==> src/rtl/ws2812_pkg.sv <==
// ws2812_pkg: shared WS2812 timing constants, receiver state encoding and a
// saturating width-counter helper. Timing values assume a 24 MHz clock.
package ws2812_pkg;

    localparam int MIN_HIGH_CYC   = 4;     // shorter highs are glitches
    localparam int BIT_THRESH_CYC = 14;    // high width >= this decodes as 1
    localparam int MAX_HIGH_CYC   = 40;    // longer highs are protocol errors
    localparam int RESET_CYC      = 1200;  // low width that latches a frame
    localparam int MAX_PIXELS     = 6;     // pixels reported per frame

    localparam int CNT_W = 11;             // holds RESET_CYC without wrapping

    typedef enum logic [1:0] {
        SYNC = 2'd0,
        IDLE = 2'd1,
        HIGH = 2'd2,
        LOW  = 2'd3
    } rx_state_t;

    // Increment a width counter, holding it at RESET_CYC instead of wrapping.
    function automatic logic [CNT_W-1:0] cnt_inc_sat(input logic [CNT_W-1:0] c);
        logic [CNT_W-1:0] r;
        if (c >= CNT_W'(RESET_CYC)) begin
            r = CNT_W'(RESET_CYC);
        end else begin
            r = c + CNT_W'(1);
        end
        return r;
    endfunction

endpackage

==> src/rtl/ws2812_rx_din_sync.sv <==
// din_sync: two-flop synchronizer for the asynchronous WS2812 input, plus a
// third flop of history so rise/fall strobes mark the first synced cycle of
// each new level.
module din_sync (
    input  logic clk,
    input  logic rst_n,
    input  logic din,
    output logic level,
    output logic rise,
    output logic fall
);

    logic meta_q;
    logic sync_q;
    logic prev_q;

    // Synchronizer chain and one cycle of synced history for edge detection.
    always_ff @(posedge clk or negedge rst_n) begin
        if (!rst_n) begin
            meta_q <= 1'b0;
            sync_q <= 1'b0;
            prev_q <= 1'b0;
        end else begin
            meta_q <= din;
            sync_q <= meta_q;
            prev_q <= sync_q;
        end
    end

    assign level = sync_q;
    assign rise  = sync_q & ~prev_q;
    assign fall  = ~sync_q & prev_q;

endmodule

==> src/rtl/ws2812_rx.sv <==
// ws2812_rx: WS2812 NRZ stream receiver. Measures synced high widths, decodes
// bits, assembles 24-bit pixels and detects the latch gap ending a frame.
// Optional pass-through of the stream after pixel 0 is built when the macro
// WS2812_RX_FORWARD_EN is defined; otherwise dout is tied low.
module ws2812_rx
    import ws2812_pkg::*;
(
    input  logic        clk,
    input  logic        reset,
    input  logic        din,
    output logic [23:0] pixel_data,
    output logic        pixel_valid,
    output logic [7:0]  pixel_idx,
    output logic        frame_done,
    output logic        err,
    output logic        dout
);

    logic level, rise, fall;

    rx_state_t        state_q, state_d;
    logic [CNT_W-1:0] cnt_q, cnt_d, cnt_inc;
    logic [23:0]      sr_q, sr_d;
    logic [4:0]       bit_cnt_q, bit_cnt_d;
    logic             any_bit_q, any_bit_d;
    logic [7:0]       pix_cnt_q, pix_cnt_d;
    logic [23:0]      pixel_data_q, pixel_data_d;
    logic             pixel_valid_q, pixel_valid_d;
    logic [7:0]       pixel_idx_q, pixel_idx_d;
    logic             frame_done_q, frame_done_d;
    logic             err_q, err_d;

    logic bit_ev, bit_val, ovf_ev, gap_ev, resync_ev;

    din_sync u_sync (
        .clk   (clk),
        .rst_n (reset),
        .din   (din),
        .level (level),
        .rise  (rise),
        .fall  (fall)
    );

    // State, width counter, pixel assembly and registered outputs.
    always_ff @(posedge clk or negedge reset) begin
        if (!reset) begin
            state_q       <= SYNC;
            cnt_q         <= '0;
            sr_q          <= 24'd0;
            bit_cnt_q     <= 5'd0;
            any_bit_q     <= 1'b0;
            pix_cnt_q     <= 8'd0;
            pixel_data_q  <= 24'd0;
            pixel_valid_q <= 1'b0;
            pixel_idx_q   <= 8'd0;
            frame_done_q  <= 1'b0;
            err_q         <= 1'b0;
        end else begin
            state_q       <= state_d;
            cnt_q         <= cnt_d;
            sr_q          <= sr_d;
            bit_cnt_q     <= bit_cnt_d;
            any_bit_q     <= any_bit_d;
            pix_cnt_q     <= pix_cnt_d;
            pixel_data_q  <= pixel_data_d;
            pixel_valid_q <= pixel_valid_d;
            pixel_idx_q   <= pixel_idx_d;
            frame_done_q  <= frame_done_d;
            err_q         <= err_d;
        end
    end

    // Next state and width counting; flags the bit, overflow and gap events.
    always_comb begin
        state_d   = state_q;
        cnt_d     = cnt_q;
        cnt_inc   = cnt_inc_sat(cnt_q);
        bit_ev    = 1'b0;
        bit_val   = 1'b0;
        ovf_ev    = 1'b0;
        gap_ev    = 1'b0;
        resync_ev = 1'b0;
        case (state_q)
            SYNC: begin
                if (level) begin
                    cnt_d = '0;
                end else if (cnt_inc >= CNT_W'(RESET_CYC)) begin
                    state_d   = IDLE;
                    cnt_d     = '0;
                    resync_ev = 1'b1;
                end else begin
                    cnt_d = cnt_inc;
                end
            end
            IDLE: begin
                if (rise) begin
                    state_d = HIGH;
                    cnt_d   = CNT_W'(1);
                end else begin
                    cnt_d = '0;
                end
            end
            HIGH: begin
                if (fall) begin
                    state_d = LOW;
                    cnt_d   = CNT_W'(1);
                    if (cnt_q >= CNT_W'(MIN_HIGH_CYC)) begin
                        bit_ev  = 1'b1;
                        bit_val = (cnt_q >= CNT_W'(BIT_THRESH_CYC));
                    end else begin
                        bit_ev = 1'b0;
                    end
                end else if (cnt_inc > CNT_W'(MAX_HIGH_CYC)) begin
                    state_d = SYNC;
                    cnt_d   = '0;
                    ovf_ev  = 1'b1;
                end else begin
                    cnt_d = cnt_inc;
                end
            end
            LOW: begin
                if (rise) begin
                    state_d = HIGH;
                    cnt_d   = CNT_W'(1);
                end else if (cnt_inc >= CNT_W'(RESET_CYC)) begin
                    state_d = IDLE;
                    cnt_d   = '0;
                    gap_ev  = 1'b1;
                end else begin
                    cnt_d = cnt_inc;
                end
            end
            default: begin
                state_d = SYNC;
                cnt_d   = '0;
            end
        endcase
    end

    // Pixel assembly, frame bookkeeping and next values of the output strobes.
    always_comb begin
        sr_d          = sr_q;
        bit_cnt_d     = bit_cnt_q;
        any_bit_d     = any_bit_q;
        pix_cnt_d     = pix_cnt_q;
        pixel_data_d  = pixel_data_q;
        pixel_valid_d = 1'b0;
        pixel_idx_d   = pixel_idx_q;
        frame_done_d  = 1'b0;
        err_d         = 1'b0;
        if (bit_ev) begin
            sr_d      = {sr_q[22:0], bit_val};
            any_bit_d = 1'b1;
            if (bit_cnt_q == 5'd23) begin
                bit_cnt_d = 5'd0;
                if (pix_cnt_q < 8'(MAX_PIXELS)) begin
                    pixel_valid_d = 1'b1;
                    pixel_data_d  = {sr_q[22:0], bit_val};
                    pixel_idx_d   = pix_cnt_q;
                end else begin
                    pixel_valid_d = 1'b0;
                end
                if (pix_cnt_q != 8'd255) begin
                    pix_cnt_d = pix_cnt_q + 8'd1;
                end else begin
                    pix_cnt_d = pix_cnt_q;
                end
            end else begin
                bit_cnt_d = bit_cnt_q + 5'd1;
            end
        end else if (gap_ev) begin
            // A frame ending mid-pixel reports the lost partial pixel as err.
            frame_done_d = any_bit_q;
            err_d        = any_bit_q && (bit_cnt_q != 5'd0);
            sr_d         = 24'd0;
            bit_cnt_d    = 5'd0;
            any_bit_d    = 1'b0;
            pix_cnt_d    = 8'd0;
        end else if (ovf_ev) begin
            err_d     = 1'b1;
            sr_d      = 24'd0;
            bit_cnt_d = 5'd0;
        end else if (resync_ev) begin
            sr_d      = 24'd0;
            bit_cnt_d = 5'd0;
            any_bit_d = 1'b0;
            pix_cnt_d = 8'd0;
        end else begin
            sr_d = sr_q;
        end
    end

    assign pixel_data  = pixel_data_q;
    assign pixel_valid = pixel_valid_q;
    assign pixel_idx   = pixel_idx_q;
    assign frame_done  = frame_done_q;
    assign err         = err_q;

`ifdef WS2812_RX_FORWARD_EN
    logic dout_q, dout_d;

    // Forward the synced stream once pixel 0 of the frame has been consumed.
    always_comb begin
        dout_d = 1'b0;
        if ((state_q != SYNC) && (pix_cnt_q != 8'd0)) begin
            dout_d = level;
        end else begin
            dout_d = 1'b0;
        end
    end

    // Register the forwarded level.
    always_ff @(posedge clk or negedge reset) begin
        if (!reset) begin
            dout_q <= 1'b0;
        end else begin
            dout_q <= dout_d;
        end
    end

    assign dout = dout_q;
`else
    assign dout = 1'b0;
`endif

endmodule
==> config.mk <==
export PLATFORM = sky130hd
export DESIGN_NAME = ws2812_rx
export DESIGN_NICKNAME = d
export VERILOG_FILES = /design/src/rtl/ws2812_pkg.sv /design/src/rtl/ws2812_rx_din_sync.sv /design/src/rtl/ws2812_rx.sv
export SDC_FILE = /design/constraint.sdc
export NUM_CORES = 1
export LEC_CHECK = 0
export ABC_AREA = 1
export CAP_MARGIN = 20
export CORE_ASPECT_RATIO = 1.5
export CORE_MARGIN = 2
export CORE_UTILIZATION = 40
export DETAILED_ROUTE_END_ITERATION = 10
export HOLD_SLACK_MARGIN = 0.08
export PLACE_DENSITY = 0.67
export SKIP_LAST_GASP = 1
export SYNTH_ARGS = -nofsm -noshare
export SYNTH_HDL_FRONTEND = slang
export SYNTH_SLANG_ARGS = --single-unit
==> constraint.sdc <==
create_clock -name clk -period 2 [get_ports clk]
set_input_delay 0.2 -clock clk [delete_from_list [all_inputs] [get_ports clk]]
set_output_delay 0.2 -clock clk [all_outputs]
set_load 0.02 [all_outputs]
# After elaboration in Yosys (flattened, before gate mapping)
# Cells that the tools add are included.
# totals
register_bits	88
inputBits	3
output_inout_bits	36
elab_cells	103
# classes
addsub	3
order_cmp	6
n_eq_ne	11
muxes	56
bitwise	4
reduce_logical	9
# op_table
cell	count
23-bit two-way mux	4
11-bit two-way mux	6
8-bit two-way mux	6
11-bit one-hot mux with 4 select lines	1
1-bit two-way mux	27
5-bit two-way mux	5
11-bit greater-or-equal comparator, second input constant	2
2-bit two-way mux	6
11-bit by 1-bit adder with 11-bit output, second input constant	1
11-bit by 3-bit greater-or-equal comparator with 1-bit output, second input constant	1
11-bit by 4-bit greater-or-equal comparator with 1-bit output, second input constant	1
11-bit by 6-bit greater-than comparator with 1-bit output, second input constant	1
8-bit by 1-bit adder with 8-bit output, second input constant	1
8-bit by 3-bit < comparator with 1-bit output, second input constant	1
8-bit inequality test, second input constant	1
2-bit one-hot mux with 4 select lines	1
3-bit AND reduction	2
5-bit by 1-bit adder with 5-bit output, second input constant	1
5-bit == test, second input constant	1
5-bit nonzero test	1
2-bit == test, second input constant	2
2-bit by 1-bit inequality test with 1-bit output, second input constant	2
2-bit inequality test, second input constant	2
4-bit AND reduction	1
other kinds (10)	12

# Logic depth before layout (Yosys ltp)
# Gate-level depths: netlist of the first run.
# logic_depth
ltp_word	10
depth_mapped	15
ltp_nobuf	14

# By module
# From an unflattened synthesis of the first run, not the netlist that was laid out.
# unflattened
hier_cells	483
area_unflattened_um2	4116.4
# by_module_without_submodules
module	instances	cells_each	area_per_inst_um2	seq_area_each_um2
ws2812_rx	1	476	4026.4	2127.0
din_sync	1	7	90.1	75.1

# Least setup slack after synthesis of the first run
# OpenSTA, ideal clock, no wires.
# synth_path
path_kind	flip-flop to flip-flop
from	register cnt_q[0]
to	register sr_q[11]
setup_ns	0.118
arrival_time_ns	1.739
required_time_ns	1.882
setup_slack_ns	0.143
stages_incl_launch_ff	13
path_buffers	2
synth_period_minus_slack_ns	1.857
cell_sequence	dfrtp_1 ha_1 nand3_2 nor2_2 nand4_1 nand2_1 inv_1 nand3_2 nand2_2 buf_6 buf_6 nand4_1 nand2_1
# synth_between
elab_chain_len	9
elab_cells_between_ends	21
classes_between	1 x add/sub; 4 x order compare; 15 x mux; 1 x reduce/logical
# synth_rtl
item	line	source
start, declared	ws2812_rx.sv:22	logic [CNT_W-1:0] cnt_q, cnt_d, cnt_inc;
start signal, assigned	ws2812_rx.sv:60	cnt_q <= cnt_d;
11-bit by 1-bit adder with 11-bit output / 11-bit greater-or-equal comparator (equally long branches)	ws2812_pkg.sv:26, ws2812_pkg.sv:23	
11-bit two-way mux	ws2812_pkg.sv:23	if (c >= CNT_W'(RESET_CYC)) begin
11-bit by 6-bit greater-than comparator with 1-bit output	ws2812_rx.sv:113	end else if (cnt_inc > CNT_W'(MAX_HIGH_CYC)) begin
1-bit two-way mux	ws2812_rx.sv:113	
1-bit two-way mux	ws2812_rx.sv:104	if (fall) begin
1-bit two-way mux	ws2812_rx.sv:83	case (state_q)
23-bit two-way mux	ws2812_rx.sv:179	end else if (ovf_ev) begin
23-bit two-way mux	ws2812_rx.sv:171	end else if (gap_ev) begin
23-bit two-way mux	ws2812_rx.sv:151	if (bit_ev) begin
end signal, assigned	ws2812_rx.sv:61	sr_q <= sr_d;
end, declared	ws2812_rx.sv:23	logic [23:0] sr_q, sr_d;
# Several ways; a longest one is shown, not always the timed one.
# A chain may end at the register's enable or synchronous reset.

# Worst setup path after layout of the first run
# layout_path
from	register cnt_q[1]
to	register sr_q[20]
# Same word-level chain as after synthesis.

==> run metrics, run 1 <==
number of antenna violations at the first check in global routing=0; crit start category=flop; total count of max-transition violations in the final report=0; Sequential cell area=2200 um2; final hold viol count=0; CTS tree=yes; area delta synth->final=26.6%; die width=88.0 um; reported leakage power=2.81 nW; Site Rows=46; count of nets after finishing=582; worst setup slack before clock tree synthesis=0.0264 ns; number of distinct library cell variants in the gate-level netlist after synthesis=38; largest vdd supply drop=0.000415 V; worst reg2reg startpoint=cnt_q[1]; worst-path fanout max=28; number of placed I/O pins=39; net switching component of the power=0.000774 W; clock sinks=88; Routability Congestion=0.845; CP Class=reg -> reg; cell-internal power=0.00283 W; Root Driver=sky130_fd_sc_hd__clkbuf_16; antenna diode count=0; status=completed; flop2flop setup slack=0.12 ns; final setup skew=0.00745 ns; YS warnings=0; gate count of the mapped netlist=517; number of port buffers=37; clock buffer count from CTS=9; via count=3545; required time of the critical path=2.22 ns; clock network power share=47.2%; most common flop cell mapped by yosys=sky130_fd_sc_hd__dfrtp_1; length of the first detailed-routing pass in iterations=4; via count of the first global-routing pass=3315; Hold/Removal Path Class=in -> reg; combinational fraction of design power=2.8%; crit end category=flop; first-pass GRT wire length=15000 um; depth of the most critical reg-to-reg path=11; arrival time reported for the critical path endpoint=2.10 ns; clock-pin slew of the registers on the worst-case setup and hold paths=0.06 ns; DRC=0; final non-filler cell total=723; unrepaired setup endpoints after global routing=true; htree depth=3; share of synthesized flip-flops with an asynchronous set or reset=100%; WHS Path Cells=1; worst hold slack=0.298 ns; number of nets still failing antenna checks after routing=0; total area of multi-input combinational cells=1810 um2; placed wire-length estimate after detailed placement=6100 um; total routed wirelength=9140 um; fraction of final layout cells sized beyond drive strength 1=14.3%; final setup violation count=0; Post-synth EDFFs=0; crit share post-route=93.8%; global-route usage over all layers=16.7%; DR WL/cell=12.6 um; mapped cell area=4230 um2; peak clock frequency supported by timing=533 MHz; Die Ht=130 um; total instance count after detailed placement=698; register bit total from synthesis=88; number of vias per cell=4.90; count of maximum capacitance violations=0; total power per unit cell area=672 nW/um2; reg2reg end=sr_q[20]; Initial Util=40.6%; area of the die=11400 um2; Min-Delay Startpoint=din; core outline area=10400 um2; number of fillers in the final layout=977; share of power burned in registers=49.9%; number of DRC violations after detailed-routing iteration 0=201; post-route worst setup slack=0.125 ns; WHS Endpoint=u_sync.meta_q; grt total ovfl=0; number of nets in the synthesized netlist=525; sequential share of the synthesized area=52.0%; largest net degree at the start of global routing=60; synthesized area divided by synthesized cell count=8.18 um2; post-layout min period=1.88 ns; Switching Fraction=21.5%; worst skew pair latency=0.34 ns; clock buffer depth=2
[worst max path at each step]
stage | endpoint | startpoint | depth (start not counted)
after detailed placement | cnt_q[9] | cnt_q[9] | 11
after global placement | pix_cnt_q[1] | cnt_q[2] | 12
after floorplan | sr_q[11] | cnt_q[0] | 12
final | sr_q[20] | cnt_q[1] | 11
after global routing | pix_cnt_q[5] | cnt_q[1] | 12
after CTS | cnt_q[5] | cnt_q[0] | 11
[repair_timing]
item / CTS / global route
cloned: 0 / 3
resized for setup: 1 / 26
pin swaps: 0 / 8
hold endpoints to repair: 29 / 0
endpoints found under the setup margin: 1 / 75
buffers inserted: 0 / 5
hold buffers: 1 / 0
[metrics by stage]
step / power, W / instance area, um2 / util (%) / TNS [ns]
finish: 0.00360 / 5360 / 51.4 / 0
global route: 0.00373 / 5360 / 51.4 / -1.36
CTS: 0.00364 / 5160 / 49.5 / 0
detailed placement: 0.00192 / 4840 / 46.4 / 0
global placement: 0.00192 / 4840 / 46.4 / 0
floorplan: 0.00186 / 4230 / - / 0
[flip-flops by register name, indices dropped and copies added, names as in the netlist, 2 cells and up]
| signal | cells |
|---|---|
| pixel_data | 24 |
| state_q | 2 |
| pix_cnt_q | 8 |
| cnt_q | 11 |
| bit_cnt_q | 5 |
| sr_q | 23 |
| pixel_idx | 8 |
[synthesized netlist by cell type (2+ instances only)]
cell type / instances / share of area (%)
sky130_fd_sc_hd__inv_1: 39 / 3.5
sky130_fd_sc_hd__buf_8: 2 / 0.71
sky130_fd_sc_hd__nand3_2: 2 / 0.47
sky130_fd_sc_hd__nor2_1: 29 / 2.6
sky130_fd_sc_hd__clkbuf_1: 4 / 0.35
sky130_fd_sc_hd__nand4_1: 35 / 5.2
sky130_fd_sc_hd__nor2_2: 4 / 0.59
sky130_fd_sc_hd__inv_2: 5 / 0.44
sky130_fd_sc_hd__o21ai_0: 6 / 0.71
sky130_fd_sc_hd__nand3b_1: 2 / 0.35
sky130_fd_sc_hd__nor3_1: 3 / 0.35
sky130_fd_sc_hd__nand2_4: 2 / 0.53
sky130_fd_sc_hd__ha_1: 5 / 1.5
sky130_fd_sc_hd__a21boi_0: 3 / 0.53
sky130_fd_sc_hd__o21ai_1: 2 / 0.24
sky130_fd_sc_hd__dfrtp_1: 88 / 52
sky130_fd_sc_hd__nand2_2: 5 / 0.74
sky130_fd_sc_hd__buf_4: 4 / 0.71
sky130_fd_sc_hd__buf_2: 8 / 0.95
sky130_fd_sc_hd__nand2_1: 210 / 19
sky130_fd_sc_hd__a21oi_1: 9 / 1.1
sky130_fd_sc_hd__xor2_1: 5 / 1.0
sky130_fd_sc_hd__nand3_1: 28 / 3.3
sky130_fd_sc_hd__buf_6: 3 / 0.80
[cell families after synthesis]
family | Yosys count | share of synthesized area, %
buffers and inverters | 65 | 7.42
xor gates and xnor gates | 6 | 1.24
AOI/OAI and AO/OA | 27 | 3.84
adders and majority gates | 5 | 1.48
other | 1 | 0.0886
and+or+nand+nor | 325 | 33.9
DFF | 88 | 52.0
[critical path: stages, from the launching register on]
cell and delay (ns):
sky130_fd_sc_hd__dfrtp_1 0.41, sky130_fd_sc_hd__ha_4 0.18, sky130_fd_sc_hd__nand3_2 0.12, sky130_fd_sc_hd__o21bai_1 0.22, sky130_fd_sc_hd__nand3_1 0.14, sky130_fd_sc_hd__nand2_1 0.10
sky130_fd_sc_hd__nand2_2 0.07, sky130_fd_sc_hd__nand2_4 0.09, sky130_fd_sc_hd__nand3_4 0.10, sky130_fd_sc_hd__buf_12 0.18, sky130_fd_sc_hd__nand4_1 0.09, sky130_fd_sc_hd__nand2_1 0.06
[layout by cell type, fill, tap and decap left out, types with 3 or more instances in the layout]
cell and n:
sky130_fd_sc_hd__o21ai_0 5, sky130_fd_sc_hd__nand3_2 4, sky130_fd_sc_hd__ha_1 4, sky130_fd_sc_hd__buf_6 4
sky130_fd_sc_hd__a21boi_0 3, sky130_fd_sc_hd__dfrtp_1 86, sky130_fd_sc_hd__buf_4 19, sky130_fd_sc_hd__clkdlybuf4s50_1 36
sky130_fd_sc_hd__inv_2 5, sky130_fd_sc_hd__inv_1 39, sky130_fd_sc_hd__nand4_1 35, sky130_fd_sc_hd__nor2_1 26
sky130_fd_sc_hd__buf_12 4, sky130_fd_sc_hd__nand3_1 26, sky130_fd_sc_hd__nand2_1 206, sky130_fd_sc_hd__nand2_2 7
sky130_fd_sc_hd__nor3_1 3, sky130_fd_sc_hd__nor2_2 5, sky130_fd_sc_hd__a21oi_1 9, sky130_fd_sc_hd__nand2_4 5
sky130_fd_sc_hd__xor2_1 5, sky130_fd_sc_hd__clkbuf_16 11
[routing by layer]
metal,vias up,global-route usage (%),share of wire (%)
met5,-,0,0
met4,0,8.51,2.4
met3,16,4.05,3.2
met2,72,28.2,52
met1,1684,19.6,42
li1,1773,-,-
[power by group through the flow]
stage          clock network (W)  registers [W]   logic, W
4_1_cts                  0.00175        0.00179  0.0000947
3_5_place_dp                   0        0.00183  0.0000927
5_1_grt                  0.00182        0.00180   0.000117
2_1_floorplan                  0        0.00183  0.0000355
6_report                 0.00170        0.00180   0.000103
3_3_place_gp                   0        0.00183  0.0000915
[final cells by class]
cell class / count / area share (%)
timing repair buffer: 66 / 12.8
multi-input combinational: 365 / 33.8
clock inverter: 6 / 1.26
sequential: 88 / 41.1
clock buffer: 10 / 4.46
tap: 144 / 3.36
inverter: 44 / 3.08
Power figures use the tool's default switching activity.
==> run 2, diff against run 1 <==
PLACE_DENSITY = 0.65   (was 0.67)
clock period = 2.18 ns   (was 2 ns; I/O delays follow)
==> run 2 against run 1 <==
Compared with the run above:
- global-route usage grew 0.68 points
- largest power group unchanged
- via count shrank 3.0%
- clock power shrank 16%
- worst setup slack gained 0.10 ns
- cell area shrank 5.1%
- cell count shrank 1.7%
- maximum frequency shrank 4.0%
- critical path depth shrank 1
- clock skew is essentially flat
- utilization shrank 2.6 points
- power shrank 13%
- highest routed layer unchanged
- sequential share of layout area grew 2.3 points
==> run metrics, run 2 (same netlist as run 1, synthesis figures left out) <==
slowest stage cell on the critical path=sky130_fd_sc_hd__dfrtp_2; largest vdd supply drop=0.000372 V (-10%); arrival time reported for the critical path endpoint=2.21 ns (+0.11 ns); Site Rows=46 (unchanged); DR WL/cell=12.4 um (-2.2%); worst path cell trace=ha_2 -> nand3_2 -> nor2_2 -> nand3_1 -> nand2_1 -> nand3_1 -> nor2_2 -> nand4_1 -> buf_4 -> a21boi_0; Routability Congestion=0.850 (+0.58%); total power per unit cell area=619 nW/um2 (-8.0%); via count of the first global-routing pass=3475 (+4.8%); post-CTS setup buffers=0 (unchanged); largest net degree at the start of global routing=38 (-37%); peak clock frequency supported by timing=512 MHz (-4.0%); Final Core Density=48.8% (-2.6 points); fraction of final layout cells sized beyond drive strength 1=10.9% (-3.4 points); Initial Util=40.6% (unchanged); flip-flop count of the largest register after layout=24 (unchanged); area delta synth->final=20.2%; buffer and inverter count on the worst path=1 (unchanged); grt total ovfl=0 (unchanged); number of antenna violations at the first check in global routing=0 (unchanged); antenna diode count=0 (unchanged); unrepaired setup endpoints after global routing=true; die width=88.0 um (unchanged); gate family responsible for the most delay along the worst path=simple AND/OR/NAND/NOR gates; CTS tree=yes; area of the die=11400 um2 (unchanged); total instance count after detailed placement=694 (-0.57%); htree depth=3 (unchanged); via count=3437 (-3.0%); clock buffer depth=2 (unchanged); number of fillers in the final layout=999 (+2.3%); post-layout min period=1.95 ns (+0.0784 ns); worst skew pair latency=0.35 ns (about the same); core outline area=10400 um2 (unchanged); post-route worst setup slack=0.226 ns (+0.102 ns); crit share post-route=89.6% (-4.1 points); number of DRC violations after detailed-routing iteration 0=156 (-22%); worst-path fanout max=9 (-68%); total count of max-transition violations in the final report=0 (unchanged); first-pass GRT wire length=15700 um (+4.3%); number of vias per cell=4.83 (-1.4%); count of nets after finishing=570 (-2.1%); DRC=0 (unchanged); final non-filler cell total=711 (-1.7%); final setup skew=0.00763 ns (+0.000187 ns); total negative slack=0 ns (unchanged); clock sinks=88 (unchanged); CP Class=reg -> reg; most used cells in the layout excluding fill and tap cells=sky130_fd_sc_hd__nand2_1 (209), sky130_fd_sc_hd__dfrtp_1 (84), sky130_fd_sc_hd__inv_1 (39); count of maximum capacitance violations=0 (unchanged); required time of the critical path=2.44 ns (+0.22 ns); final hold viol count=0 (unchanged); Die Ht=130 um (unchanged); Root Driver=sky130_fd_sc_hd__clkbuf_16; status=completed; reported leakage power=2.64 nW (-6.1%); clock buffer count from CTS=9 (unchanged); clock-pin slew of the registers on the worst-case setup and hold paths=0.06 ns (about the same); global-route usage over all layers=17.4% (+0.68 points); Hold/Removal Path Class=in -> reg; length of the first detailed-routing pass in iterations=4 (unchanged); final setup violation count=0 (unchanged); crit end category=flop; number of port buffers=37 (unchanged); crit start category=flop; placed wire-length estimate after detailed placement=6200 um (+1.6%); maximum single-stage delay on the critical path=0.42 ns (about the same); number of placed I/O pins=39 (unchanged); number of nets still failing antenna checks after routing=0 (unchanged); worst setup slack before clock tree synthesis=0.0942 ns (+0.0679 ns); total routed wirelength=8790 um (-3.8%); most common library cell in the layout ignoring fill and taps=sky130_fd_sc_hd__nand2_1
==> run 2: layout make-up <==
class	instances	area [um2]	share of cell area [%]
inverter	44	168	3.30
clock buffer	10	229	4.50
multi-input combinational	364	1730	33.9
sequential	88	2210	43.4
tap	144	180	3.54
clock inverter	6	45.0	0.886
timing repair buffer	55	531	10.4
==> run 2: stage by stage <==
| stage | area [um2] | total power, W | hold slack (ns) |
|---|---|---|---|
| after floorplan | 4230 | 0.00171 | -0.0776 |
| after global placement | 4780 | 0.00175 | 0.210 |
| after detailed placement | 4780 | 0.00176 | 0.219 |
| after CTS | 5070 | 0.00318 | 0.302 |
| after global routing | 5080 | 0.00327 | 0.318 |
| final | 5080 | 0.00315 | 0.312 |
==> run 2: timing repair <==
action	in CTS	in global routing
hold buffers	1	0
resized for setup	0	10
endpoints found under the hold margin	35	0
endpoints found under the setup margin	0	56
==> run 2: power breakdown <==
group | leakage [nW] | switching [W] | internal, W | total [W]
combinational | 1.30 | 0.0000558 | 0.0000202 | 0.0000760
clock | 0.125 | 0.000643 | 0.000776 | 0.00142
sequential | 1.21 | 0.00000968 | 0.00164 | 0.00165
total | 2.64 | 0.000709 | 0.00244 | 0.00315
==> run 2: worst register-to-register path, stage by stage, from the launching register on <==
cell and delay, ns:
sky130_fd_sc_hd__dfrtp_2 0.42, sky130_fd_sc_hd__ha_2 0.23, sky130_fd_sc_hd__nand3_2 0.11, sky130_fd_sc_hd__nor2_2 0.17, sky130_fd_sc_hd__nand3_1 0.11, sky130_fd_sc_hd__nand2_1 0.08, sky130_fd_sc_hd__nand3_1 0.07, sky130_fd_sc_hd__nor2_2 0.12
sky130_fd_sc_hd__nand4_1 0.16, sky130_fd_sc_hd__buf_4 0.22, sky130_fd_sc_hd__a21boi_0 0.18
==> run 2: worst paths after layout <==
kind | from | to | slack (ns) | depth (start not counted)
min in group asynchronous | reset | cnt_q[3] | 0.37 | 2
max in group asynchronous | reset | pixel_idx[1] | 1.19 | 3
max | cnt_q[0] | cnt_q[4] | 0.23 | 10
min reg2reg | u_sync.meta_q | u_sync.level | 0.35 | 0
min | din | u_sync.meta_q | 0.31 | 1
max reg2reg | cnt_q[0] | cnt_q[4] | 0.23 | 10
==> run 2: per-layer routing <==
metal	GRT usage [%]	vias up	wire (um)
met4	8.05	0	216
met5	0	-	0
li1	-	1738	-
met3	2.85	17	200
met1	20.6	1629	3750
met2	30.4	53	4620
